==> src/rtl/hz_tone_pkg.sv <==
`default_nettype none
// ============================================================================
// Module   : hz_tone_pkg
// Brief    : Shared state encoding, default widths and accumulator sizing
//            for the square-wave tone generator.
// Revision : 1.0
// ============================================================================
package hz_tone_pkg;

    localparam int HZ_W_DEFAULT = 10;

    typedef enum logic [1:0] {
        IDLE  = 2'd0,
        RUN   = 2'd1,
        DRAIN = 2'd2
    } state_t;

    // Wide enough for acc + 2*hz, which stays below 2*CLK_HZ.
    function automatic int acc_width(input int clk_hz);
        return $clog2(clk_hz) + 1;
    endfunction

endpackage
`default_nettype wire

==> src/rtl/hz_phase_acc.sv <==
`default_nettype none
// ============================================================================
// Module   : hz_phase_acc
// Brief    : Bresenham phase accumulator; tick marks each half-period boundary.
// Revision : 1.0
// ============================================================================
module hz_phase_acc
    import hz_tone_pkg::*;
#(
    parameter int CLK_HZ = 100_000_000,
    parameter int HZ_W   = HZ_W_DEFAULT
) (
    input  logic            clk,
    input  logic            rst_n,
    input  logic            clear,
    input  logic            en,
    input  logic [HZ_W-1:0] hz,
    output logic            tick
);

    localparam int ACC_W = acc_width(CLK_HZ);
    localparam logic [ACC_W-1:0] c_clk_hz = ACC_W'(CLK_HZ);

    logic [ACC_W-1:0] r_acc;
    logic [ACC_W-1:0] w_step;
    logic [ACC_W-1:0] w_sum;

    // Two increments per output period: one per edge of the square wave.
    assign w_step = ACC_W'(hz) << 1;
    assign w_sum  = r_acc + w_step;
    assign tick   = en && (w_sum >= c_clk_hz);

    always_ff @(posedge clk or negedge rst_n) begin
        if (!rst_n) begin
            r_acc <= '0;
        end else if (clear) begin
            r_acc <= '0;
        end else if (en) begin
            r_acc <= tick ? (w_sum - c_clk_hz) : w_sum;
        end
    end

endmodule
`default_nettype wire

==> src/rtl/hz_tone_gen.sv <==
`default_nettype none
// ============================================================================
// Module   : hz_tone_gen
// Brief    : Square-wave tone source at hz_in Hz with clean stop (no runt).
//            HZ_TONE_GEN_EDGE_COUNT_EN adds a saturating rising-edge counter.
// Revision : 1.0
// ============================================================================
module hz_tone_gen
    import hz_tone_pkg::*;
#(
    parameter int CLK_HZ = 100_000_000,
    parameter int HZ_W   = HZ_W_DEFAULT
) (
    input  logic            clk,
    input  logic            rst_n,
    input  logic            start,
    input  logic            stop,
    input  logic [HZ_W-1:0] hz_in,
    output logic            sq_out,
    output logic            busy,
`ifdef HZ_TONE_GEN_EDGE_COUNT_EN
    output logic [HZ_W-1:0] edge_cnt,
`endif
    output logic            done
);

    state_t          r_state;
    state_t          w_state_nxt;
    logic [HZ_W-1:0] r_hz;
    logic            r_sq;
    logic            r_done;
    logic            w_sq_nxt;
    logic            w_done_nxt;
    logic            w_accept;
    logic            w_run;
    logic            w_tick;

    assign w_run    = (r_state != IDLE);
    assign w_accept = (r_state == IDLE) && start && (hz_in != '0);

    hz_phase_acc #(
        .CLK_HZ (CLK_HZ),
        .HZ_W   (HZ_W)
    ) u_acc (
        .clk   (clk),
        .rst_n (rst_n),
        .clear (w_accept),
        .en    (w_run),
        .hz    (r_hz),
        .tick  (w_tick)
    );

    always_ff @(posedge clk or negedge rst_n) begin
        if (!rst_n) begin
            r_state <= IDLE;
        end else begin
            r_state <= w_state_nxt;
        end
    end

    always_comb begin
        w_state_nxt = r_state;
        w_sq_nxt    = r_sq;
        w_done_nxt  = 1'b0;
        case (r_state)
            IDLE: begin
                if (w_accept) begin
                    w_state_nxt = RUN;
                    w_sq_nxt    = 1'b1;
                end
            end
            RUN: begin
                if (stop && !r_sq) begin
                    w_state_nxt = IDLE;
                    w_done_nxt  = 1'b1;
                end else if (stop && w_tick) begin
                    // The toggle that ends the high phase coincides with stop.
                    w_state_nxt = IDLE;
                    w_sq_nxt    = 1'b0;
                    w_done_nxt  = 1'b1;
                end else if (stop) begin
                    w_state_nxt = DRAIN;
                end else if (w_tick) begin
                    w_sq_nxt = !r_sq;
                end
            end
            DRAIN: begin
                if (w_tick) begin
                    w_state_nxt = IDLE;
                    w_sq_nxt    = 1'b0;
                    w_done_nxt  = 1'b1;
                end
            end
            default: begin
                w_state_nxt = IDLE;
                w_sq_nxt    = 1'b0;
            end
        endcase
    end

    always_ff @(posedge clk or negedge rst_n) begin
        if (!rst_n) begin
            r_sq   <= 1'b0;
            r_done <= 1'b0;
            r_hz   <= '0;
        end else begin
            r_sq   <= w_sq_nxt;
            r_done <= w_done_nxt;
            if (w_accept) begin
                r_hz <= hz_in;
            end
        end
    end

    assign sq_out = r_sq;
    assign done   = r_done;
    assign busy   = w_run;

`ifdef HZ_TONE_GEN_EDGE_COUNT_EN
    logic            r_sq_d;
    logic [HZ_W-1:0] r_edge_cnt;

    always_ff @(posedge clk or negedge rst_n) begin
        if (!rst_n) begin
            r_sq_d     <= 1'b0;
            r_edge_cnt <= '0;
        end else begin
            r_sq_d <= r_sq;
            if (w_accept) begin
                r_edge_cnt <= '0;
            end else if (w_run && r_sq && !r_sq_d && (r_edge_cnt != '1)) begin
                r_edge_cnt <= r_edge_cnt + HZ_W'(1);
            end
        end
    end

    assign edge_cnt = r_edge_cnt;
`endif

endmodule
`default_nettype wire

==> config.mk <==
export PLATFORM = sky130hd
export DESIGN_NAME = hz_tone_gen
export DESIGN_NICKNAME = d
export VERILOG_FILES = /design/src/rtl/hz_tone_pkg.sv /design/src/rtl/hz_phase_acc.sv /design/src/rtl/hz_tone_gen.sv
export SDC_FILE = /design/constraint.sdc
export NUM_CORES = 1
export LEC_CHECK = 0
export CORE_MARGIN = 2
export CORE_UTILIZATION = 66
export CTS_BUF_LIST = sky130_fd_sc_hd__clkbuf_16
export DETAILED_ROUTE_END_ITERATION = 8
export GPL_ROUTABILITY_DRIVEN = 0
export PLACE_DENSITY_LB_ADDON = 0.15
export SLEW_MARGIN = 0
export SYNTH_ARGS = -nofsm -noshare
export SYNTH_HDL_FRONTEND = slang
export SYNTH_HIERARCHICAL = 1
export SYNTH_SLANG_ARGS = --single-unit
==> constraint.sdc <==
create_clock -name clk -period 7.1 [get_ports clk]
set_input_delay 0.71 -clock clk [delete_from_list [all_inputs] [get_ports clk]]
set_output_delay 0.71 -clock clk [all_outputs]
set_load 0.05 [all_outputs]
==> flow_summary.yaml, run 1 <==
global_route:
  grt_pass1_wl_microns: 15170
  grt_max_degree: 42
  grt_pass1_vias: 3189
  grt-ovfl-total: 0
  track_usage: 0.3116
  grt_antenna_before_repair: 0
routing:
  ant_nets: 0
  totalWireLength_microns: 8934
  drt_pre_antenna_iters: 5
  vias: 3337
  drc: 0
  avgRoutedWirePerCell_microns: 17.59
  drt-initial-drc-count: 283
  post_drt_via_cell_ratio: 6.569
die:
  die_h_microns: 78.20
  die_w_microns: 78.20
  ios: 17
  start_util: 0.6722
  core_sq_um: 5405
  dieArea_sq_um: 6114
  rows: 27
pwr:
  power.density_nw_per_um2: 444.9
  power_switching_w: 0.0008514
  sw_frac_of_total: 0.4824
  p_int_w: 0.0009136
  power.leakage_nw: 1.622
  power.total_w: 0.001765
  p_comb_frac: 0.616
  power.share.sequential: 0.215
  ir_worst_vdd_mv: 0.3618
  p_clk_frac: 0.168
critical_path:
  cp-start-kind: "flip-flop"
  reg2reg_from: "r_hz[0]$_DFFE_PN0P_"
  r2r_end: "r_state[0]$_DFFE_PN0P_"
  criticalPathCategory: "reg2reg"
  crit_start: "r_hz[0]$_DFFE_PN0P_"
  crit_path_max_fanout: 8
  cp-end-kind: "flip-flop"
  path_cells: "ha_1 -> inv_1 -> fa_1 -> nor2b_4 -> o2111ai_1 -> a31oi_1 -> o21a_1 -> or2_2 -> ha_1 -> nand4b_1 -> a21oi_1 -> or4b_1 -> or4_4 -> nor4_4 -> nor4_4 -> or2_1 -> nor2_1 -> nor2b_1 -> a221oi_2 -> o21ai_2 -> mux2_2"
  arrival_ns: 5.07
  cp_data_required_time_ns: 7.27
  timing.reg2reg.setup_slack_ns: 2.20
  worst_path_max_delay_cell: "or4_4"
  rr_worst_depth: 21
  cpPeakStageDelay_ns: 0.45
  endpoint: "r_state[0]$_DFFE_PN0P_"
layout:
  syn2layout_area_growth_pct: 9.194
  final_cell_mix: "53 x nor2_1, 41 x dfrtp_1, 32 x nand2_1, 23 x o21ai_0, 20 x inv_1"
  diodes: 0
  layout_commonest_cell: "nor2_1"
  nets: 466
  final_core_util: 0.7340
  fillers: 412
  final_cell_area_sq_um: 3968
  final_layout_size_suffix_gt1_frac: 0.09862
timing:
  worst_slack_ns: 2.199
  min_period_ns: 4.901
  min_period_over_period: 0.6903
  worst_pin_slew_ns: 0.9222
  drv_slew: 0
  final-setup-viol-count: 0
  slew_headroom: 0.3852
  finClkSkew_ns: 0.003880
  hold_viol: 0
  rsz0062_at_grt: "no"
  fmax_mhz: 204.0
  setup_tns_ns: 0
clocking:
  cts_inserted_buffers: 5
  ctsHoldBuffers: 0
  post_cts_resized: 0
  cts_sinks: 41
  cts_root_buf: "clkbuf_16"
  cts_tree: "yes"
  postCtsSetupBuffers: 0
  cts_max_path_buffers: 2
  cts.htree.levels: 2
  insertion_delay_ns: 0.29
  cts.clk_slew.worst_paths_ns: 0.06
synthesis:
  yosys-mux-area-fraction: 0.04993
  netlist_instances: 431
  synth_adder_area_share: 0.06061
  ys.flop_type: "dfrtp_1"
  synth_top_family_by_area: "simple AND/OR/NAND/NOR gates"
  syn-num-nets: 462
  post_synth_xor_area_fraction: 0.06508
  synthDistinctLibCells: 76
  synthArstFlopShare: 1.000
  synth-simple-area-share: 0.2810
  synth_warnings: 6
  ys_seq_area_frac: 0.2824
  synth-edff-count: 0
  ys_seq_elements: 41
  synth_compound_area_frac: 0.2094
  syn_area_per_cell_sq_um: 8.430
  synth_area_sq_um: 3633
placement:
  placed_area_sq_um: 3777
  place_ws_ns: 2.279
  io_buffers: 16
  hpwl_microns: 6352
min_path:
  hp-class: "reg2reg"
run_status:
  outcome: "completed"
job:
  drv_cap: 0
power by group through the flow:
stage          Sequential, W  Combinational (W)  Clock (W)
2_1_floorplan       0.000372           0.000847          0
3_3_place_gp        0.000377            0.00104          0
3_5_place_dp        0.000381            0.00106          0
4_1_cts             0.000378            0.00107   0.000299
5_1_grt             0.000390            0.00119   0.000308
6_report            0.000380            0.00109   0.000297
kinds of logic (layout without fill, tap and decap cells):
logic type / after synthesis / after routing
AO/OA/AOI/OAI: 105 / 105
multiplexers: 16 / 16
flip-flops: 41 / 41
AND/OR/NAND/NOR: 184 / 184
buffers and inverters: 41 / 46
adder cells (fa/ha/maj): 17 / 17
XOR/XNOR: 27 / 27
cell usage after synthesis, types with 3 or more instances:
cell type,instances,area [sq um]
clkbuf_2,3,15.01
o211ai_1,5,37.54
o21ai_2,3,26.28
o21ai_0,23,115.1
a211oi_1,7,52.55
ha_1,16,200.2
nand3_1,16,80.08
buf_6,3,33.78
and3_1,6,37.54
o21ai_1,4,20.02
mux2_4,3,45.04
nand2_1,32,120.1
nor3_1,15,75.07
inv_1,20,75.07
or3_1,6,37.54
buf_2,3,15.01
xnor2_1,17,148.9
or2_2,3,18.77
nand2b_1,4,25.02
nor2_1,53,198.9
o311ai_0,4,35.03
nor4_1,7,43.79
nor4_4,3,63.81
mux2i_1,8,80.08
xor2_1,10,87.58
mux2_2,3,33.78
nor2b_1,7,43.79
a31oi_1,4,25.02
a22o_1,6,52.55
o21a_1,6,45.04
and4_1,5,43.79
or4b_1,3,30.03
clkbuf_1,9,33.78
dfrtp_1,41,1026
a21oi_1,17,85.08
nand4_1,6,37.54
metal layers:
layer / share of wire / wire [microns] / GRT usage
met5: 0 / 0 / 0
met1: 0.43 / 3827 / 0.3830
met2: 0.49 / 4400 / 0.5543
met3: 0.044 / 397 / 0.04483
met4: 0.034 / 308 / 0.1158
cell type report:
class / instances / area (sq um) / share of cell area
well taps: 72 / 90.09 / 0.02271
flip-flops and latches: 41 / 1026 / 0.2586
repair buffers: 17 / 162.7 / 0.04100
clock buffers: 5 / 125.1 / 0.03154
multi-input cells: 349 / 2420 / 0.6099
inverters: 21 / 78.83 / 0.01987
clock inverters: 3 / 65.06 / 0.01640
flip-flops by register name, summed over array words and instances (netlist names):
name	flops
r_state	2
sq_out	1
r_hz	10
u_acc/r_acc	27
done	1
metrics by stage:
step | hold slack, ns | instances
floorplan | 0.4144 | 431
global placement | 0.4927 | 500
detailed placement | 0.4909 | 500
CTS | 0.5129 | 508
global route | 0.5437 | 508
finish | 0.5124 | 508
worst max-delay path: cells and delay by family (launching register included):
kind,cells,cell delay [ns]
adder cells (fa/ha/maj),3,0.75
multiplexers,1,0.29
flip-flops,1,0.36
buffers and inverters,1,0.06
AND/OR/NAND/NOR,10,2.36
AO/OA/AOI/OAI,6,0.96
how the worst min path moves through the flow:
stage                              from             endpoint  cells past startpoint
floorplan                         rst_n       done$_DFF_PN0_                      0
global placement    r_hz[3]$_DFFE_PN0P_  r_hz[3]$_DFFE_PN0P_                      1
detailed placement  r_hz[3]$_DFFE_PN0P_  r_hz[3]$_DFFE_PN0P_                      1
CTS                 r_hz[3]$_DFFE_PN0P_  r_hz[3]$_DFFE_PN0P_                      1
global route        r_hz[4]$_DFFE_PN0P_  r_hz[4]$_DFFE_PN0P_                      1
finish              r_hz[3]$_DFFE_PN0P_  r_hz[3]$_DFFE_PN0P_                      1
Note: power is estimated with default switching activity, not from simulation.
==> run 2, diff against run 1 <==
- CORE_UTILIZATION: 66 -> 62
- clock period: 7.1 -> 4.94 ns (I/O delays scaled with it)
==> run 2 against run 1 <==
Clock power grew 5%; combinational power grew 45%; die area grew 6.1%; count of clock-buffer cells in the layout is the same; cell count grew 0.59%; global-route usage shrank 1.3 points; cell area shrank 0.47%; sequential share of layout area grew 0.12 points; routed wire length is essentially flat.
==> flow_summary.yaml, run 2 (synthesis results as in run 1) <==
pwr:
  power.share.sequential: 0.224
  sw_frac_of_total: 0.5037
  p_clk_frac: 0.128
  p_comb_frac: 0.648
  power_switching_w: 0.001225
  ir_worst_vdd_mv: 0.4223
  power.total_w: 0.002433
  power.density_nw_per_um2: 616.1
  power.leakage_nw: 1.616
  p_int_w: 0.001208
die:
  ios: 17
  dieArea_sq_um: 6489
  rows: 27
  core_sq_um: 5574
  die_w_microns: 80.56
  die_h_microns: 80.56
  start_util: 0.6519
timing:
  setup_tns_ns: 0
  final-setup-viol-count: 0
  hold_viol: 0
  drv_slew: 0
  slew_headroom: 0.3797
  min_period_over_period: 0.9442
  rsz0062_at_grt: "no"
  min_period_ns: 4.664
  worst_pin_slew_ns: 0.9304
  finClkSkew_ns: 0.005414
  fmax_mhz: 214.4
placement:
  hpwl_microns: 6558
  dpl.cell_count: 503
  io_buffers: 16
clocking:
  cts_inserted_buffers: 5
  cts_max_path_buffers: 2
  cts_tree: "yes"
  insertion_delay_ns: 0.28
  cts.clk_slew.worst_paths_ns: 0.06
  postCtsSetupBuffers: 0
  cts_root_buf: "clkbuf_16"
  cts.htree.levels: 2
  cts_sinks: 41
critical_path:
  reg2reg_from: "u_acc/r_acc[1]$_DFFE_PN0N_"
  rr_worst_depth: 21
  arrival_ns: 4.83
  cpPeakStageDelay_ns: 0.45
  endpoint: "r_state[0]$_DFFE_PN0P_"
  r2r_end: "r_state[0]$_DFFE_PN0P_"
  cp-start-kind: "flip-flop"
  cp-end-kind: "flip-flop"
  crit_start: "u_acc/r_acc[1]$_DFFE_PN0N_"
  cp_data_required_time_ns: 5.11
  timing.reg2reg.setup_slack_ns: 0.28
  crit_path_max_fanout: 7
  path_cells: "ha_1 -> inv_1 -> fa_2 -> nor2b_4 -> o2111ai_1 -> a31oi_1 -> o21a_1 -> or2_2 -> ha_1 -> nand4b_1 -> a21oi_1 -> or4b_1 -> or4_4 -> nor4_4 -> nor4_4 -> or2_1 -> nor2_4 -> nor2b_1 -> a221oi_2 -> o21ai_2 -> mux2_2"
  criticalPathCategory: "reg2reg"
  worst_path_max_delay_cell: "or4b_1"
layout:
  final_core_util: 0.7084
  instances_no_fill: 511
  final_layout_size_suffix_gt1_frac: 0.1071
  reg.largest.list: "u_acc/r_acc (27), r_hz (10), r_state (2)"
  layout_commonest_cell: "nor2_1"
  syn2layout_area_growth_pct: 8.678
  largest_register: "u_acc/r_acc"
  final_cell_mix: "52 x nor2_1, 41 x dfrtp_1, 32 x nand2_1, 23 x o21ai_0, 21 x inv_1"
  largest_reg_flops: 27
  nets: 469
  diodes: 0
routing:
  post_drt_via_cell_ratio: 6.513
  totalWireLength_microns: 8936
  drt_pre_antenna_iters: 6
  drt-initial-drc-count: 395
  vias: 3328
  ant_nets: 0
  drc: 0
  avgRoutedWirePerCell_microns: 17.49
global_route:
  track_usage: 0.2988
  grt_pass1_vias: 3187
  grt_pass1_wl_microns: 15120
  grt_max_degree: 42
  grt_antenna_before_repair: 0
  grt-ovfl-total: 0
job:
  drv_cap: 0
min_path:
  hp-class: "in2async"
run_status:
  outcome: "completed"
## run 2: final cells by class
cell class	count	area (sq um)
Sequential cell	41	1026
Inverter	21	78.83
Multi-Input combinational cell	349	2430
Tap cell	72	90.09
Fill cell	442	1625
Clock buffer	5	125.1
Clock inverter	3	13.76
Timing Repair Buffer	20	185.2
## run 2: worst min-delay path by stage
stage                                    from                          end  slack (ns)  cells past startpoint
after floorplan                         rst_n               done$_DFF_PN0_        0.20                      0
after global placement    r_hz[3]$_DFFE_PN0P_          r_hz[3]$_DFFE_PN0P_        0.49                      1
after detailed placement  r_hz[0]$_DFFE_PN0P_          r_hz[0]$_DFFE_PN0P_        0.50                      1
after CTS                               rst_n  u_acc/r_acc[21]$_DFFE_PN0N_        0.39                      1
after global routing                    rst_n  u_acc/r_acc[21]$_DFFE_PN0N_        0.44                      1
final                                   rst_n  u_acc/r_acc[19]$_DFFE_PN0N_        0.35                      1
## run 2: routing by layer
metal / vias to the layer above / global-route usage / wire length (microns)
met4: 0 / 0.09153 / 193
met5: - / 0 / 0
met3: 20 / 0.03483 / 460
li1: 1603 / - / -
met2: 134 / 0.5283 / 4520
met1: 1571 / 0.3798 / 3762
## run 2: critical path: cells and delay by family (launching register included)
family	cells	cell delay, ns
AOI/OAI and AO/OA	6	1.03
buffers and inverters	1	0.06
DFF	1	0.36
adders and majority gates	3	0.69
muxes	1	0.29
and+or+nand+nor	10	2.13
## run 2: per-stage QoR
stage	setup slack (ns)	instance area, sq um	hold WS (ns)
global placement	0.3912	3800	0.4943
global route	0.05792	3949	0.4362
CTS	0.09352	3939	0.3856
floorplan	0.4922	3633	0.1984
finish	0.2758	3949	0.3450
detailed placement	0.1507	3800	0.5001
## run 2: power groups by stage
| stage | clock network, W | logic (W) | registers, W |
|---|---|---|---|
| finish | 0.000311 | 0.00158 | 0.000545 |
| global route | 0.000336 | 0.00175 | 0.000560 |
| CTS | 0.000318 | 0.00154 | 0.000542 |
| detailed placement | 0 | 0.00153 | 0.000548 |
| global placement | 0 | 0.00149 | 0.000541 |
| floorplan | 0 | 0.00122 | 0.000534 |
## run 2: timing repair
action	CTS	global route
hold buffers	0	0
gates resized for setup	0	3
setup endpoints to repair	0	3
